## config.mk

```make
export PLATFORM = sky130hd
export DESIGN_NAME = axi_stream_frame_dma
export DESIGN_NICKNAME = d
export VERILOG_FILES = /design/src/rtl/axi_stream_frame_dma.sv
export SDC_FILE = /design/constraint.sdc
export NUM_CORES = 1
export LEC_CHECK = 0
export BUFFER_PORTS_ARGS = -buffer_cell sky130_fd_sc_hd__buf_2
export CAP_MARGIN = 20
export CORE_ASPECT_RATIO = 0.9
export CORE_MARGIN = 2
export CORE_UTILIZATION = 50
export CTS_BUF_LIST = sky130_fd_sc_hd__clkbuf_4
export DETAILED_ROUTE_END_ITERATION = 8
export GPL_TIMING_DRIVEN = 1
export PLACE_DENSITY = 0.77
export RECOVER_POWER = 25
export SYNTH_ARGS = -nofsm -noshare
export SYNTH_HDL_FRONTEND = slang
export SYNTH_SLANG_ARGS = --single-unit
```

## constraint.sdc

```tcl
create_clock -name clk -period 11.8 [get_ports clk]
set_input_delay 0.59 -clock clk [delete_from_list [all_inputs] [get_ports clk]]
set_output_delay 0.59 -clock clk [all_outputs]
set_load 0.02 [all_outputs]
```

## src/rtl/axi_stream_frame_dma.sv

```systemverilog
`default_nettype none
// +----------------------------------------------------------------------------+
// | Module      : axi_stream_frame_dma                                         |
// | Description : AXI4 read-master frame DMA. Fetches a frame buffer from      |
// |               memory in INCR bursts and streams it out as an Avalon-ST     |
// |               style packet (SOP on the first beat, EOP on the last).       |
// |               Single-shot or continuous frame mode, frames-done counter    |
// |               and a per-frame completion interrupt.                        |
// | Options     : `define AXI_STREAM_DMA_ERR_EN to turn non-OKAY read          |
// |               responses into a sticky error that aborts the frame.         |
// | Ports       : clk, rst_n (async, active-low)                               |
// |               m_axi_ar*  : AR channel (id 0, INCR, size log2(BYTES))       |
// |               m_axi_r*   : R channel, rready = st_ready                    |
// |               st_*       : stream out, data/valid pass straight through    |
// |               ctrl_*     : register port (0x0 START_ADDR, 0x4 FRAME_BEATS, |
// |                            0x8 CTRL, 0xC STATUS), read data 1 cycle late  |
// |               irq_frame_done : 1-cycle pulse per completed frame           |
// | Revision    : 1.0 - initial release                                        |
// +----------------------------------------------------------------------------+
module axi_stream_frame_dma #(
  parameter int ADDR_WIDTH      = 32,
  parameter int DATA_WIDTH      = 32,
  parameter int BURST_LEN       = 64,
  parameter int MAX_OUTSTANDING = 4,
  parameter int LEN_WIDTH       = 24
) (
  input  logic                  clk,
  input  logic                  rst_n,
  output logic [3:0]            m_axi_arid,
  output logic [ADDR_WIDTH-1:0] m_axi_araddr,
  output logic [7:0]            m_axi_arlen,
  output logic [2:0]            m_axi_arsize,
  output logic [1:0]            m_axi_arburst,
  output logic                  m_axi_arvalid,
  input  logic                  m_axi_arready,
  input  logic [DATA_WIDTH-1:0] m_axi_rdata,
  input  logic [1:0]            m_axi_rresp,
  input  logic                  m_axi_rlast,
  input  logic                  m_axi_rvalid,
  output logic                  m_axi_rready,
  output logic [DATA_WIDTH-1:0] st_data,
  output logic                  st_valid,
  output logic                  st_startofpacket,
  output logic                  st_endofpacket,
  input  logic                  st_ready,
  input  logic [3:0]            ctrl_address,
  input  logic                  ctrl_write,
  input  logic [31:0]           ctrl_writedata,
  input  logic                  ctrl_read,
  output logic [31:0]           ctrl_readdata,
  output logic                  irq_frame_done
);

  localparam int                   c_bytes     = DATA_WIDTH / 8;
  localparam int                   c_ost_w     = $clog2(MAX_OUTSTANDING + 1);
  localparam logic [LEN_WIDTH-1:0] c_burst_len = LEN_WIDTH'(BURST_LEN);
  localparam logic [c_ost_w-1:0]   c_max_ost   = c_ost_w'(MAX_OUTSTANDING);

  typedef enum logic [1:0] {
    S_IDLE  = 2'd0,
    S_ISSUE = 2'd1,
    S_DRAIN = 2'd2
  } state_t;

  state_t r_state, w_state_next;

  // Programmer-visible registers
  logic [ADDR_WIDTH-1:0] r_start_addr;
  logic [LEN_WIDTH-1:0]  r_frame_beats;
  logic                  r_enable;
  logic                  r_continuous;
  logic [15:0]           r_frames_done;
  logic                  w_error_bit;

  // Working copies for the frame in flight
  logic [ADDR_WIDTH-1:0] r_addr;
  logic [LEN_WIDTH-1:0]  r_rem_ar;
  logic [LEN_WIDTH-1:0]  r_frame_len;
  logic [LEN_WIDTH-1:0]  r_beat_cnt;
  logic [c_ost_w-1:0]    r_ost;
  logic                  r_ar_hold;
  logic                  r_rx_done;
  logic                  r_aborted;
  logic                  r_irq;
  logic [31:0]           r_readdata;

  logic [LEN_WIDTH-1:0]  w_burst;
  logic                  w_arvalid;
  logic                  w_ar_fire;
  logic                  w_r_fire;
  logic                  w_rlast_fire;
  logic                  w_eop_beat;
  logic                  w_err;
  logic                  w_done;
  logic                  w_latch;
  logic                  w_abort;

  assign w_burst      = (r_rem_ar >= c_burst_len) ? c_burst_len : r_rem_ar;
  // A request that has been presented stays up until accepted, even if the
  // enable or the outstanding budget changes underneath it.
  assign w_arvalid    = (r_state == S_ISSUE) && (r_rem_ar != '0) &&
                        (r_ar_hold || (r_enable && (r_ost < c_max_ost)));
  assign w_ar_fire    = w_arvalid && m_axi_arready;
  assign w_r_fire     = m_axi_rvalid && st_ready;
  assign w_rlast_fire = w_r_fire && m_axi_rlast;
  assign w_eop_beat   = (r_beat_cnt == (r_frame_len - 1'b1));
  assign w_done       = (r_state == S_DRAIN) && (r_ost == '0) && r_rx_done && !r_aborted;

`ifdef AXI_STREAM_DMA_ERR_EN
  logic r_error;
  assign w_err       = w_r_fire && (m_axi_rresp != 2'b00);
  assign w_error_bit = r_error;
`else
  logic w_rresp_unused;
  assign w_rresp_unused = ^m_axi_rresp;
  assign w_err          = 1'b0;
  assign w_error_bit    = 1'b0;
`endif

  // Next-state logic
  always_comb begin
    w_state_next = r_state;
    w_latch      = 1'b0;
    w_abort      = 1'b0;
    case (r_state)
      S_IDLE: begin
        if (r_enable && (r_frame_beats != '0)) begin
          w_state_next = S_ISSUE;
          w_latch      = 1'b1;
        end
      end
      S_ISSUE: begin
        if (w_ar_fire && (r_rem_ar == w_burst)) begin
          w_state_next = S_DRAIN;
        end else if (!r_enable && !r_ar_hold) begin
          w_state_next = S_DRAIN;
          w_abort      = 1'b1;
        end
      end
      S_DRAIN: begin
        if (r_ost == '0) begin
          if (r_aborted) begin
            w_state_next = S_IDLE;
          end else if (r_rx_done) begin
            if (r_enable && r_continuous && (r_frame_beats != '0)) begin
              w_state_next = S_ISSUE;
              w_latch      = 1'b1;
            end else begin
              w_state_next = S_IDLE;
            end
          end
        end
      end
      default: w_state_next = S_IDLE;
    endcase
  end

  // Datapath / frame bookkeeping
  always_ff @(posedge clk or negedge rst_n) begin
    if (!rst_n) begin
      r_state     <= S_IDLE;
      r_addr      <= '0;
      r_rem_ar    <= '0;
      r_frame_len <= '0;
      r_beat_cnt  <= '0;
      r_ost       <= '0;
      r_ar_hold   <= 1'b0;
      r_rx_done   <= 1'b0;
      r_aborted   <= 1'b0;
      r_irq       <= 1'b0;
    end else begin
      r_state   <= w_state_next;
      r_ar_hold <= w_arvalid && !m_axi_arready;
      r_irq     <= w_done;

      if (w_latch) begin
        r_addr      <= r_start_addr;
        r_rem_ar    <= r_frame_beats;
        r_frame_len <= r_frame_beats;
      end else if (w_ar_fire) begin
        r_addr   <= r_addr + (ADDR_WIDTH'(w_burst) * ADDR_WIDTH'(c_bytes));
        r_rem_ar <= r_rem_ar - w_burst;
      end

      // An AR accept and a burst completion in the same cycle cancel out.
      if (w_ar_fire && !w_rlast_fire) begin
        r_ost <= r_ost + 1'b1;
      end else if (!w_ar_fire && w_rlast_fire) begin
        r_ost <= r_ost - 1'b1;
      end

      // Cleared in IDLE so an aborted frame never leaves a stale position.
      if (w_latch || (r_state == S_IDLE)) begin
        r_beat_cnt <= '0;
      end else if (w_r_fire) begin
        r_beat_cnt <= w_eop_beat ? '0 : (r_beat_cnt + 1'b1);
      end

      if (w_latch) begin
        r_rx_done <= 1'b0;
      end else if (w_r_fire && w_eop_beat) begin
        r_rx_done <= 1'b1;
      end

      if (w_latch) begin
        r_aborted <= 1'b0;
      end else if (w_abort || (w_err && (r_state != S_IDLE))) begin
        r_aborted <= 1'b1;
      end
    end
  end

  // Register file
  always_ff @(posedge clk or negedge rst_n) begin
    if (!rst_n) begin
      r_start_addr  <= '0;
      r_frame_beats <= '0;
      r_enable      <= 1'b0;
      r_continuous  <= 1'b0;
      r_frames_done <= '0;
`ifdef AXI_STREAM_DMA_ERR_EN
      r_error       <= 1'b0;
`endif
    end else begin
      if (ctrl_write) begin
        case (ctrl_address)
          4'h0: r_start_addr  <= ADDR_WIDTH'(ctrl_writedata);
          4'h4: r_frame_beats <= ctrl_writedata[LEN_WIDTH-1:0];
          4'h8: begin
            r_enable     <= ctrl_writedata[0];
            r_continuous <= ctrl_writedata[1];
          end
`ifdef AXI_STREAM_DMA_ERR_EN
          4'hC: if (ctrl_writedata[1]) r_error <= 1'b0;
`endif
          default: ;
        endcase
      end

      if (w_done) begin
        r_frames_done <= r_frames_done + 16'd1;
        // Single-shot: the enable is consumed by the frame it started,
        // otherwise IDLE would immediately launch the next one.
        if (!r_continuous) r_enable <= 1'b0;
      end

`ifdef AXI_STREAM_DMA_ERR_EN
      if (w_err) begin
        r_error  <= 1'b1;
        r_enable <= 1'b0;
      end
`endif
    end
  end

  // Read-back, registered
  always_ff @(posedge clk or negedge rst_n) begin
    if (!rst_n) begin
      r_readdata <= '0;
    end else if (ctrl_read) begin
      case (ctrl_address)
        4'h0:    r_readdata <= 32'(r_start_addr);
        4'h4:    r_readdata <= 32'(r_frame_beats);
        4'h8:    r_readdata <= {30'd0, r_continuous, r_enable};
        4'hC:    r_readdata <= {r_frames_done, 14'd0, w_error_bit, (r_state != S_IDLE)};
        default: r_readdata <= '0;
      endcase
    end
  end

  assign m_axi_arid       = 4'd0;
  assign m_axi_araddr     = r_addr;
  assign m_axi_arlen      = 8'(w_burst - 1'b1);
  assign m_axi_arsize     = 3'($clog2(c_bytes));
  assign m_axi_arburst    = 2'b01;
  assign m_axi_arvalid    = w_arvalid;
  assign m_axi_rready     = st_ready;
  assign st_data          = m_axi_rdata;
  assign st_valid         = m_axi_rvalid;
  assign st_startofpacket = (r_beat_cnt == '0) && m_axi_rvalid;
  assign st_endofpacket   = w_eop_beat && m_axi_rvalid;
  assign ctrl_readdata    = r_readdata;
  assign irq_frame_done   = r_irq;

endmodule
`default_nettype wire
```

==> impl_metrics.py <==
metrics = {
    "synthesis": {
        "synth_edf_count": 0,
        "synth_flop_cell": "dfrtp_1",
        "synth_most_common_cell": "dfrtp_1",
        "postSynthAreaPerCell_um2": 9.47,
        "yosys.area.top_type_share_pct": 43.4,
        "synth_area_um2": 12600,
        "synth_top_area_cell": "dfrtp_1",
        "synth_commonest_cells": "dfrtp_1 (219), nand2_1 (147), nor2_1 (62)",
        "seq_area_frac_synth_pct": 43.4,
        "ys_ff_latch": 219,
        "syn_inst": 1333,
        "async_flop_share_pct": 100,
        "synth.area.top_cells": "dfrtp_1 (43%), mux2_2 (5.4%), nand2_1 (4.4%)",
        "synth_cell_types": 80,
        "synth_warnings": 0,
    },
    "finish": {
        "multi_input_area_um2": 6410,
        "fin_util_pct": 56.2,
        "areaGrowthSynthToFinish_pct": 11.1,
        "fin_nets": 1551,
        "nFillCells": 2196,
        "final_layout_size_suffix_gt1_share_pct": 20.3,
        "seq_area_um2": 5480,
    },
    "clocking": {
        "clk_pin_slew_ns": 0.07,
        "cts_setup_buffers": 0,
        "cts.htree.levels": 2,
        "clk_latency_ns": 0.75,
        "clk_path_buf_depth": 3,
        "clock-sinks": 219,
        "post_cts_resized": 0,
        "cts_tree": "yes",
        "cts_buffers": 59,
        "cts-root-buf": "clkbuf_4",
    },
    "floorplan": {
        "initial_core_util_pct": 50.6,
        "io_pins": 197,
        "dieArea_um2": 26500,
        "core_area_um2": 25000,
        "fp-row-count": 55,
        "die_y_um": 155,
        "die_x_um": 172,
    },
    "global_routing": {
        "grt_pass1_vias": 10500,
        "grt_overflow": 0,
        "grt_usage_pct": 25.1,
        "antenna_found_initial": 1,
        "grt_max_degree": 134,
        "grt_pass1_wl_um": 53600,
    },
    "routing": {
        "firstDrtPassIters": 5,
        "wirelength_met1_um": 14400,
        "vias": 10800,
        "antenna_left": 0,
        "drt_iter0_drc": 927,
        "wl_met3_um": 2220,
        "drt-vias-per-instance": 5.93,
        "avgRoutedWirePerCell_um": 18.0,
        "top_layer": "met4",
        "route.met2.wl_um": 15700,
        "remaining_drc_errors": 0,
        "routed_wl_um": 32900,
    },
    "pwr": {
        "total_power_uw": 2950,
        "seq_power_share_pct": 39.9,
        "switchingPower_uw": 1230,
        "p_comb_share_pct": 36.7,
        "p_clk_share_pct": 23.4,
        "switching_share_pct": 41.6,
        "peakVddDrop_mv": 0.140,
        "p_per_area_nw_per_um2": 210,
        "p_int_uw": 1720,
        "p_leak_uw": 0.00647,
    },
    "timing": {
        "holdWs_ns": 0.0627,
        "report.final.slew_viol_count": 166,
        "finalHoldViolCount": 0,
        "rsz0062_at_grt": "no",
        "worst_slew_pin_slew_ns": 7.13,
        "tns_ns": 0,
        "fmax_ghz": 0.153,
        "final.period_utilization_pct": 55.4,
        "finalCriticalPeriod_ns": 6.53,
        "slew_headroom_pct": -376,
        "setup_violations": 0,
        "skew_ns": 0.0571,
    },
    "worst_setup_path": {
        "critPathKind": "input port to asynchronous set/reset pin",
        "crit_chain": "clkbuf_1",
        "crit_fanout": 133,
        "critPathCaptureType": "asynchronous set/reset pin",
        "crit_slowest_cell": "clkbuf_1",
        "max_stage_delay_ns": 4.88,
        "start_kind": "input port",
        "crit_buf_inv": 1,
        "crit_required_ns": 10.86,
        "cp.arrival_ns": 5.59,
        "crit_family": "buffers and inverters",
    },
    "worst_hold_path": {
        "hold_class": "input port to flip-flop",
    },
    "status": {
        "outcome": "complete, but fails checks",
        "violations": "capacitance limit, slew limit",
    },
    "placed_design": {
        "dpl.hpwl_um": 22200,
        "place_congestion": 0.913,
        "io_buffers": 121,
    },
    "flow_run": {
        "drv_cap": 2,
    },
}
[sequential cells by signal, indices dropped and copies added, names as in the netlist]
name,flops
r_state,2
r_rem_ar,24
ctrl_readdata,32
r_rx_done,1
r_aborted,1
irq_frame_done,1
r_frame_beats,24
r_ost,3
r_frames_done,16
r_start_addr,32
r_beat_cnt,24
r_ar_hold,1
m_axi_araddr,32
r_frame_len,24
r_continuous,1
r_enable,1
[metal layers]
layer,track usage (%),vias up
met4,7.63,0
met5,0,-
met3,4.45,50
met1,34.1,5341
li1,-,5069
met2,41.2,384
[path summary, 6_finish.rpt]
check,from,end,slack (ns),cells past startpoint
worst min-delay path,ctrl_writedata[25],r_start_addr[25]$_DFFE_PN0P_,0.06,2
min in group asynchronous,rst_n,r_beat_cnt[23]$_DFFE_PN0P_,2.59,1
worst max register to register,r_rem_ar[16]$_DFFE_PN0N_,m_axi_araddr[28]$_DFFE_PN0N_,6.56,14
worst min register to register,m_axi_araddr[0]$_DFFE_PN0P_,m_axi_araddr[0]$_DFFE_PN0P_,0.47,2
worst max-delay path,rst_n,m_axi_araddr[15]$_DFFE_PN0N_,5.27,1
max in group clk,r_rem_ar[16]$_DFFE_PN0N_,m_axi_araddr[28]$_DFFE_PN0N_,6.56,14
[layout by cell type (no fill, tap or decap), drive strengths merged, types with 8 or more instances in the layout]
cell	instances
inv	60
or3	9
and3	37
o21ai	69
ha	31
dfrtp	219
mux2	61
a21oi	48
nand2	148
conb	27
and2	12
buf	131
o22ai	33
clkinv	25
a22oi	60
a22o	11
nand3	40
nand4	17
nand2b	12
xnor2	35
nor3	31
nor2b	8
o31ai	21
nor4	28
xor2	30
o211ai	15
clkbuf	81
a221o	15
nor2	64
[area by class of cell]
cell class	instances	area share (%)
multi-input cells	967	45.7
well taps	342	3.05
repair buffers	136	5.21
clock buffers	77	4.12
inverters	57	1.54
diodes	1	0.0178
flip-flops and latches	219	39.0
clock inverters	30	1.36
[per-stage QoR]
stage | cell area (µm²) | worst slack [ns] | cells
global route | 14000 | 3.64 | 1829
finish | 14000 | 5.27 | 1829
global placement | 13200 | 6.73 | 1718
detailed placement | 13300 | 6.68 | 1719
CTS | 14000 | 6.63 | 1827
floorplan | 12700 | 7.30 | 1358
[power groups by stage]
stage | Sequential, µW | Combinational, µW | Clock, µW
global route | 1200 | 1200 | 752
finish | 1180 | 1080 | 692
floorplan | 1150 | 791 | 0
global placement | 1170 | 1030 | 0
CTS | 1170 | 1070 | 711
detailed placement | 1180 | 1060 | 0
[cells by family after synthesis]
family	Yosys count	share of synthesized area, %
adders and majority gates	33	3.39
and+or+nand+nor	439	18.0
DFF	219	43.4
AOI/OAI and AO/OA	338	18.2
xor gates and xnor gates	65	4.51
other	2	0.0595
buffers and inverters	172	6.72
muxes	65	5.76
[what timing repair did]
item / 4_1_cts / 5_1_grt
endpoints found under the setup margin: 0 / 0
hold endpoints to repair: 1 / 0
hold buffers: 1 / 0
No activity file was read; power rests on OpenSTA's default activity.
